## src/rtl/vga_frame_reader.sv

```systemverilog
// vga_frame_reader: VGA scan-out of a centred gray image from shared RAM; define VGA_BORDER_EN for a white outline.
// Latency: address issued at the counter position; sync, blank and RGB follow one pixel (2 clk) later, aligned.
// Backpressure: none, free-running; the RAM must return q one clk after rdaddress.
module vga_frame_reader #(
    parameter int IMG_W     = 256,
    parameter int IMG_H     = 256,
    parameter int X0        = 192,
    parameter int Y0        = 112,
    parameter int BUF1_BASE = 65536,
    parameter int H_VIS     = 640,
    parameter int H_SYNC_S  = 656,
    parameter int H_SYNC_E  = 751,
    parameter int H_TOTAL   = 800,
    parameter int V_VIS     = 480,
    parameter int V_SYNC_S  = 490,
    parameter int V_SYNC_E  = 491,
    parameter int V_TOTAL   = 525
) (
    input  logic        clk,
    input  logic        reset,
    input  logic        switch,
    input  logic [31:0] q,
    output logic [16:0] rdaddress,
    output logic        vgaclk,
    output logic        hsync,
    output logic        vsync,
    output logic        sync_b,
    output logic        blank_b,
    output logic [7:0]  red,
    output logic [7:0]  green,
    output logic [7:0]  blue
);
    localparam int HBW = $clog2(H_TOTAL);
    localparam int VBW = $clog2(V_TOTAL);

    localparam logic [HBW-1:0] H_LAST  = HBW'(H_TOTAL - 1);
    localparam logic [HBW-1:0] H_VIS_C = HBW'(H_VIS);
    localparam logic [HBW-1:0] H_SS    = HBW'(H_SYNC_S);
    localparam logic [HBW-1:0] H_SE    = HBW'(H_SYNC_E);
    localparam logic [HBW-1:0] X_LO    = HBW'(X0);
    localparam logic [HBW-1:0] X_HI    = HBW'(X0 + IMG_W);
    localparam logic [VBW-1:0] V_LAST  = VBW'(V_TOTAL - 1);
    localparam logic [VBW-1:0] V_VIS_C = VBW'(V_VIS);
    localparam logic [VBW-1:0] V_SS    = VBW'(V_SYNC_S);
    localparam logic [VBW-1:0] V_SE    = VBW'(V_SYNC_E);
    localparam logic [VBW-1:0] Y_LO    = VBW'(Y0);
    localparam logic [VBW-1:0] Y_HI    = VBW'(Y0 + IMG_H);

    logic           r_vgaclk;
    logic           r_sw_meta;
    logic           r_sw_sync;
    logic [HBW-1:0] r_hcnt;
    logic [VBW-1:0] r_vcnt;
    logic [16:0]    r_ptr;
    logic [16:0]    r_rdaddress;
    logic           r_d_hs;
    logic           r_d_vs;
    logic           r_d_vis;
    logic           r_d_win;
    logic           r_d_border;
    logic           r_hsync;
    logic           r_vsync;
    logic           r_blank_b;
    logic [7:0]     r_pix;

    logic w_pe;
    logic w_hwrap;
    logic w_vwrap;
    logic w_frame_start;
    logic w_win;
    logic w_vis;
    logic w_hs_n;
    logic w_vs_n;
    logic w_border;
    logic w_unused_q;

    assign w_pe          = r_vgaclk;
    assign w_hwrap       = (r_hcnt == H_LAST);
    assign w_vwrap       = (r_vcnt == V_LAST);
    assign w_frame_start = (r_hcnt == '0) && (r_vcnt == '0);
    assign w_vis         = (r_hcnt < H_VIS_C) && (r_vcnt < V_VIS_C);
    assign w_win         = (r_hcnt >= X_LO) && (r_hcnt < X_HI) && (r_vcnt >= Y_LO) && (r_vcnt < Y_HI);
    assign w_hs_n        = !((r_hcnt >= H_SS) && (r_hcnt <= H_SE));
    assign w_vs_n        = !((r_vcnt >= V_SS) && (r_vcnt <= V_SE));
    assign w_unused_q    = ^q[31:8];

`ifdef VGA_BORDER_EN
    localparam logic [HBW-1:0] X_RING = HBW'(X0 - 1);
    localparam logic [VBW-1:0] Y_RING = VBW'(Y0 - 1);
    logic w_ring_x;
    logic w_ring_y;
    assign w_ring_x = (r_hcnt >= X_RING) && (r_hcnt <= X_HI);
    assign w_ring_y = (r_vcnt >= Y_RING) && (r_vcnt <= Y_HI);
    assign w_border = w_ring_x && w_ring_y && !w_win;
`else
    assign w_border = 1'b0;
`endif

    always_ff @(posedge clk or negedge reset) begin
        if (!reset) begin
            r_vgaclk  <= 1'b0;
            r_sw_meta <= 1'b0;
            r_sw_sync <= 1'b0;
        end else begin
            r_vgaclk  <= ~r_vgaclk;
            r_sw_meta <= switch;
            r_sw_sync <= r_sw_meta;
        end
    end

    always_ff @(posedge clk or negedge reset) begin
        if (!reset) begin
            r_hcnt <= '0;
            r_vcnt <= '0;
        end else if (w_pe) begin
            if (w_hwrap) begin
                r_hcnt <= '0;
                r_vcnt <= w_vwrap ? '0 : r_vcnt + 1'b1;
            end else begin
                r_hcnt <= r_hcnt + 1'b1;
            end
        end
    end

    // Loading the base only at frame start is what latches the buffer choice for a whole frame.
    always_ff @(posedge clk or negedge reset) begin
        if (!reset) begin
            r_ptr       <= '0;
            r_rdaddress <= '0;
        end else if (w_pe) begin
            if (w_frame_start) begin
                r_ptr <= r_sw_sync ? 17'(BUF1_BASE) : 17'd0;
            end else if (w_win) begin
                r_ptr       <= r_ptr + 1'b1;
                r_rdaddress <= r_ptr;
            end
        end
    end

    // Flags wait one pixel in the d-stage so they leave together with the RAM data for the same position.
    always_ff @(posedge clk or negedge reset) begin
        if (!reset) begin
            r_d_hs     <= 1'b1;
            r_d_vs     <= 1'b1;
            r_d_vis    <= 1'b0;
            r_d_win    <= 1'b0;
            r_d_border <= 1'b0;
            r_hsync    <= 1'b1;
            r_vsync    <= 1'b1;
            r_blank_b  <= 1'b0;
            r_pix      <= 8'h00;
        end else if (w_pe) begin
            r_d_hs     <= w_hs_n;
            r_d_vs     <= w_vs_n;
            r_d_vis    <= w_vis;
            r_d_win    <= w_win && w_vis;
            r_d_border <= w_border && w_vis;
            r_hsync    <= r_d_hs;
            r_vsync    <= r_d_vs;
            r_blank_b  <= r_d_vis;
            if (r_d_win) begin
                r_pix <= q[7:0];
            end else if (r_d_border) begin
                r_pix <= 8'hFF;
            end else begin
                r_pix <= 8'h00;
            end
        end
    end

    assign rdaddress = r_rdaddress;
    assign vgaclk    = r_vgaclk;
    assign hsync     = r_hsync;
    assign vsync     = r_vsync;
    assign sync_b    = 1'b0;
    assign blank_b   = r_blank_b;
    assign red       = r_pix;
    assign green     = r_pix;
    assign blue      = r_pix;
endmodule

```

## config.mk

```make
export PLATFORM = sky130hd
export DESIGN_NAME = vga_frame_reader
export DESIGN_NICKNAME = d
export VERILOG_FILES = /design/src/rtl/vga_frame_reader.sv
export SDC_FILE = /design/constraint.sdc
export NUM_CORES = 1
export LEC_CHECK = 0
export CORE_MARGIN = 2
export CORE_UTILIZATION = 49
export CTS_BUF_LIST = sky130_fd_sc_hd__clkbuf_16
export CTS_CLUSTER_DIAMETER = 100
export DETAILED_ROUTE_END_ITERATION = 16
export PLACE_DENSITY = 0.75
export SLEW_MARGIN = 10
export SYNTH_ARGS = -nofsm -noshare
export SYNTH_HDL_FRONTEND = slang
export SYNTH_SLANG_ARGS = --single-unit
```

## constraint.sdc

```tcl
create_clock -name clk -period 2.5 [get_ports clk]
set_input_delay 0.375 -clock clk [delete_from_list [all_inputs] [get_ports clk]]
set_output_delay 0.375 -clock clk [all_outputs]
set_load 0.005 [all_outputs]
```

Word-level counts from Yosys, hierarchy flattened:

Index checks and enable logic that the tools add are counted.

* register bits: 72
* bits of input ports: 35

* $add $sub $neg: 3
* $lt $le $gt $ge: 10
* equality and inequality tests: 2
* mux-type cells: 6
* bitwise logic cells: 2
* reductions and logical operators: 16

Operators with widths (number)
* 17-bit two-way mux: 3
* 10-bit by 9-bit less-than comparator with 1-bit output (second input constant): 3
* 10-bit by 1-bit adder with 10-bit output (second input constant): 2
* 10-bit equality test (second input constant): 2
* 10-bit zero test: 2
* 10-bit two-way mux: 2
* 17-bit by 1-bit adder with 17-bit output (second input constant): 1
* 10-bit greater-or-equal comparator (second input constant): 1
* 10-bit by 7-bit greater-or-equal comparator with 1-bit output (second input constant): 1
* 10-bit by 8-bit greater-or-equal comparator with 1-bit output (second input constant): 1
* 10-bit by 9-bit greater-or-equal comparator with 1-bit output (second input constant): 1
* 10-bit <= comparator (second input constant): 1
* 10-bit by 9-bit <= comparator with 1-bit output (second input constant): 1
* 10-bit less-than comparator (second input constant): 1
* 1-bit logical AND: 8
* 8-bit two-way mux: 1
* 2-bit AND reduction: 2
* 3-bit AND reduction: 1
* 1-bit zero test: 2
* 1-bit inverter: 2
* 2-bit nonzero test: 1

Longest topological paths before layout:

* word-level depth: 6
* depth in mapped cells: 8
* mapped depth without buffers: 7

Worst setup path before layout:

No wires, ideal clock.

* path kind: reg-to-reg
* from: register r_vcnt[1]
* to: register r_ptr[14]
* arrival time: 2.076 ns
* setup slack: 0.306 ns
* stages on the path, launching flop included: 9
* buffers on the path: 1
* clock period less this slack: 2.194 ns
* path through: dfrtp_1 -> inv_1 -> ha_1 -> or4b_4 -> nor4_4 -> nand4_2 -> buf_6 -> a22o_1 -> a21o_1

* longest elaborated chain between the ends: 5
* elaborated cells on any way between the ends: 9
* classes of those cells: order compare: 2; mux: 1; reduce/logical: 6

RTL lines
* start, declared: RTL line 53 `logic [VBW-1:0] r_vcnt;`
* start signal, assigned: RTL line 118 `r_vcnt <= w_vwrap ? '0 : r_vcnt + 1'b1;`
* 10-bit by 7-bit greater-or-equal comparator with 1-bit output: RTL line 82 `assign w_win = (r_hcnt >= X_LO) && (r_hcnt < X_HI) && (r_vcnt >= Y_LO) && (r_vcnt < Y_HI);`
* 1-bit logical AND (2 in a row): RTL line 82
* 2-bit nonzero test (no source line)
* 2-bit AND reduction (no source line)
* end signal, assigned: RTL line 132 `r_ptr <= r_sw_sync ? 17'(BUF1_BASE) : 17'd0;`
* end signal, assigned: RTL line 134 `r_ptr <= r_ptr + 1'b1;`
* end, declared: RTL line 54 `logic [16:0] r_ptr;`

Several ways; a longest one is shown, not always the timed one.
A chain may end at the register's enable or synchronous reset.

Worst setup path in the final report:

* from: register r_vcnt[1]
* to: register r_ptr[7]

Same word-level chain as after synthesis.

==> reports/qor.csv <==
stage,metric,value,unit
global_route,overflow left after global routing,0,
worst_setup_path,crit path DAT,2.60,ns
worst_setup_path,cell family with most CP delay,simple AND/OR/NAND/NOR gates,
global_route,largest net degree at the start of global routing,47,
power_and_ir_drop,pwr dens,578,nW/µm²
drt,drt drc,0,
sta,fin crit share,0.952,
logic_synthesis,yosys warns,0,
sta,minimum clock period,2.38,ns
logic_synthesis,Yosys top cell area share,0.471,
global_route,antenna violations before repair,0,
power_and_ir_drop,Leak,2.03,nW
worst_setup_path,Max stage delay on crit path,0.49,ns
logic_synthesis,Yosys top cell by area,dfrtp_1,
global_route,GRT Util Overall,0.202,
floorplanning,row count,31,
place,final estimated routing congestion in global placement,0.873,
logic_synthesis,"Distinct cells, synth",50,
worst_setup_path,crit end category,register,
floorplanning,die area,8070,µm²
worst_setup_path,CP cell instances,inv_1 -> ha_1 -> or4b_4 -> nor4_4 -> nand4_2 -> buf_4 -> a22o_1 -> a21o_1,
floorplanning,Core Area,7180,µm²
final_layout,Final #Nets,473,
drt,drt initial violations,184,
place,dpl hpwl,5390,µm
sta,Rel. slew slack,0.585,
clocking,"Clk Latency, worst-skew pair",0.33,ns
logic_synthesis,"EDFF count, synth",0,
sta,clock skew,0.00383,ns
power_and_ir_drop,VDD IR max,0.361,mV
worst_setup_path,critical path type,reg2reg,
clocking,Max Buffers Root-to-Sink,2,
drt,Vias/cell,5.38,
logic_synthesis,"Seq/Total Area, Yosys",0.500,
final_layout,Finished Cell Area,4570,µm²
worst_setup_path,Worst Path Buf+Inv,2,
logic_synthesis,"FF+latch count, synth",72,
outcome,status,"complete, no violations",
logic_synthesis,synthesized area,3610,µm²
logic_synthesis,Post-synth ARST share,1.00,
logic_synthesis,Synth Net Count,422,
place,I/O Buffers,55,
place,DP Area,4240,µm²
final_layout,antenna fix cells,0,
global_route,first-pass GRT wire length,13400,µm
floorplanning,I/O Pins,81,
drt,1st-pass router iterations,5,
worst_setup_path,slowest CP cell,or4b_4,
logic_synthesis,most common flop cell mapped by yosys,dfrtp_1,
logic_synthesis,Area contributors post-synth,"dfrtp_1, nand2_1, nand3_1",
place,placed cell count,521,
clocking,TritonCTS clock tree,yes,
final_layout,layout cell share with drive strength beyond 1,0.137,
sta,"Worst Setup Slack, final",0.119,ns
sta,fin. max-slew vios,0,
place,pre-CTS WS,0.106,ns
clocking,clock buffer count from CTS,9,
final_layout,Final Instance Count excl. Fillers,537,
logic_synthesis,cells after synthesis,382,
floorplanning,DIE HEIGHT,89.8,µm
clocking,Post-CTS Resized,0,
drt,WL per Instance,14.5,µm
worst_setup_path,CP max FO,8,
drt,post-route ant nets,0,
global_route,vias in the first global route,2856,
worst_setup_path,required time worst endpoint,2.72,ns
sta,Hold Fails Final Rpt,0,
clocking,H-Tree Depth,3,
floorplanning,Initial Utilization,0.503,
sta,Worst Max-Slew Pin Slew,0.622,ns
sta,RSZ-0062 raised after global routing,yes,
logic_synthesis,syn avg cell area,9.45,µm²
clocking,total clock sinks,72,
final_layout,fin util,0.637,
floorplanning,Die Span X,89.8,µm
worst_hold_path,worst hold path type,in2async,
clocking,CTS Hold Bufs,0,
sta,f_max,420,MHz
final_layout,area grow syn2layout,26.7,%
clocking,clk slew on worst S/H paths,0.06,ns
drt,"wirelength, routed",7780,µm
final_layout,Fillers,579,
sta,# setup viols final,0,
flow_run,Max-cap violations,0,
clocking,Root Driver,clkbuf_16,
drt,routed vias,2890,
worst_setup_path,crit path launch type,register,
[cells by family (layout without fill, tap and decap cells)]
family / Yosys count / in the layout / synth area share
AOI/OAI and AO/OA: 61 / 61 / 0.108
xor gates and xnor gates: 10 / 10 / 0.0243
adders and majority gates: 5 / 5 / 0.0173
buffers and inverters: 55 / 111 / 0.0800
DFF: 72 / 72 / 0.500
muxes: 13 / 13 / 0.0388
other: 1 / 1 / 0.00104
and+or+nand+nor: 165 / 165 / 0.230
[cell usage in the layout (no fill, tap or decap), types with 4 or more instances in the layout]
cell type	Yosys	layout
a21o_1	6	6
a21oi_1	4	4
a22o_1	5	5
and3_1	8	8
buf_4	17	20
clkbuf_16	0	9
clkdlybuf4s50_1	0	54
dfrtp_1	68	68
dfstp_2	4	4
ha_1	5	5
inv_1	19	20
mux2_2	8	8
mux2i_1	5	5
nand2_1	70	70
nand3_1	29	29
nand4_1	7	7
nor2_1	18	18
nor3_1	10	10
o21ai_0	28	28
xnor2_1	8	8
[cells in the mapped netlist (4+ instances only)]
master,n
a21o_1,6
a21oi_1,4
a22o_1,5
and3_1,8
buf_4,17
clkbuf_1,13
dfrtp_1,68
dfstp_2,4
ha_1,5
inv_1,19
mux2_2,8
mux2i_1,5
nand2_1,70
nand3_1,29
nand4_1,7
nor2_1,18
nor3_1,10
o21ai_0,28
xnor2_1,8
[worst reg2reg max path: cells and delay by family, from the launching register on]
family / cells / cell delay, ns
fa+ha+maj: 1 / 0.15
compound gates: 2 / 0.40
simple gates: 3 / 1.03
flops: 1 / 0.37
buf+inv: 2 / 0.33
[path summary, 6_finish.rpt]
check,start,end,slack [ns],depth (start not counted)
min in group clk,r_sw_meta,r_sw_sync,0.38,0
max in group asynchronous,reset,r_d_hs,1.72,2
setup / recovery,r_vcnt[1],r_ptr[7],0.12,8
hold / removal,reset,blue[2],0.06,1
hold reg to reg,r_sw_meta,r_sw_sync,0.38,0
setup reg to reg,r_vcnt[1],r_ptr[7],0.12,8
[timing repair]
action                                  4_1_cts  5_1_grt
endpoints found under the setup margin        0        2
hold endpoints to repair                      0        0
setup buffers                                 0        0
[through the flow]
| stage | total power, mW | hold WS, ns | setup TNS [ns] |
|---|---|---|---|
| floorplan | 1.19 | 0.0794 | 0 |
| global placement | 1.23 | 0.374 | 0 |
| detailed placement | 1.23 | 0.375 | 0 |
| CTS | 2.67 | 0.0778 | 0 |
| global route | 2.73 | 0.114 | -0.0184 |
| finish | 2.65 | 0.0571 | 0 |
[sequential cells by signal (all words and copies together), names as in the netlist]
name and flops:
r_ptr 17, rdaddress 17, r_sw_sync 1, blue 8
r_d_vis 1, r_d_win 1, vsync 1, r_sw_meta 1
hsync 1, r_d_hs 1, vgaclk 1, blank_b 1
r_hcnt 10, r_vcnt 10, r_d_vs 1
[power by group]
| group | switching [mW] | internal (mW) | leakage [nW] | total (mW) |
|---|---|---|---|---|
| clock | 0.470 | 0.967 | 0.168 | 1.44 |
| sequential | 0.000649 | 1.17 | 0.963 | 1.17 |
| combinational | 0.0245 | 0.0159 | 0.895 | 0.0405 |
| total | 0.495 | 2.15 | 2.03 | 2.65 |
[layout make-up]
cell class | instances | area [µm²] | share of cell area
clock buffers | 9 | 225 | 0.0492
clock inverters | 7 | 111 | 0.0243
inverters | 19 | 71.3 | 0.0156
multi-input cells | 255 | 1520 | 0.332
flip-flops and latches | 72 | 1810 | 0.395
well taps | 99 | 124 | 0.0271
repair buffers | 76 | 716 | 0.156
[routing by layer]
metal	wire length, µm	vias to the layer above	global-route usage
met5	0	-	0
met4	101	0	0.0577
met3	380	12	0.0461
met2	3970	69	0.347
met1	3330	1398	0.257
li1	-	1411	-
(Power assumes the default switching activity.)
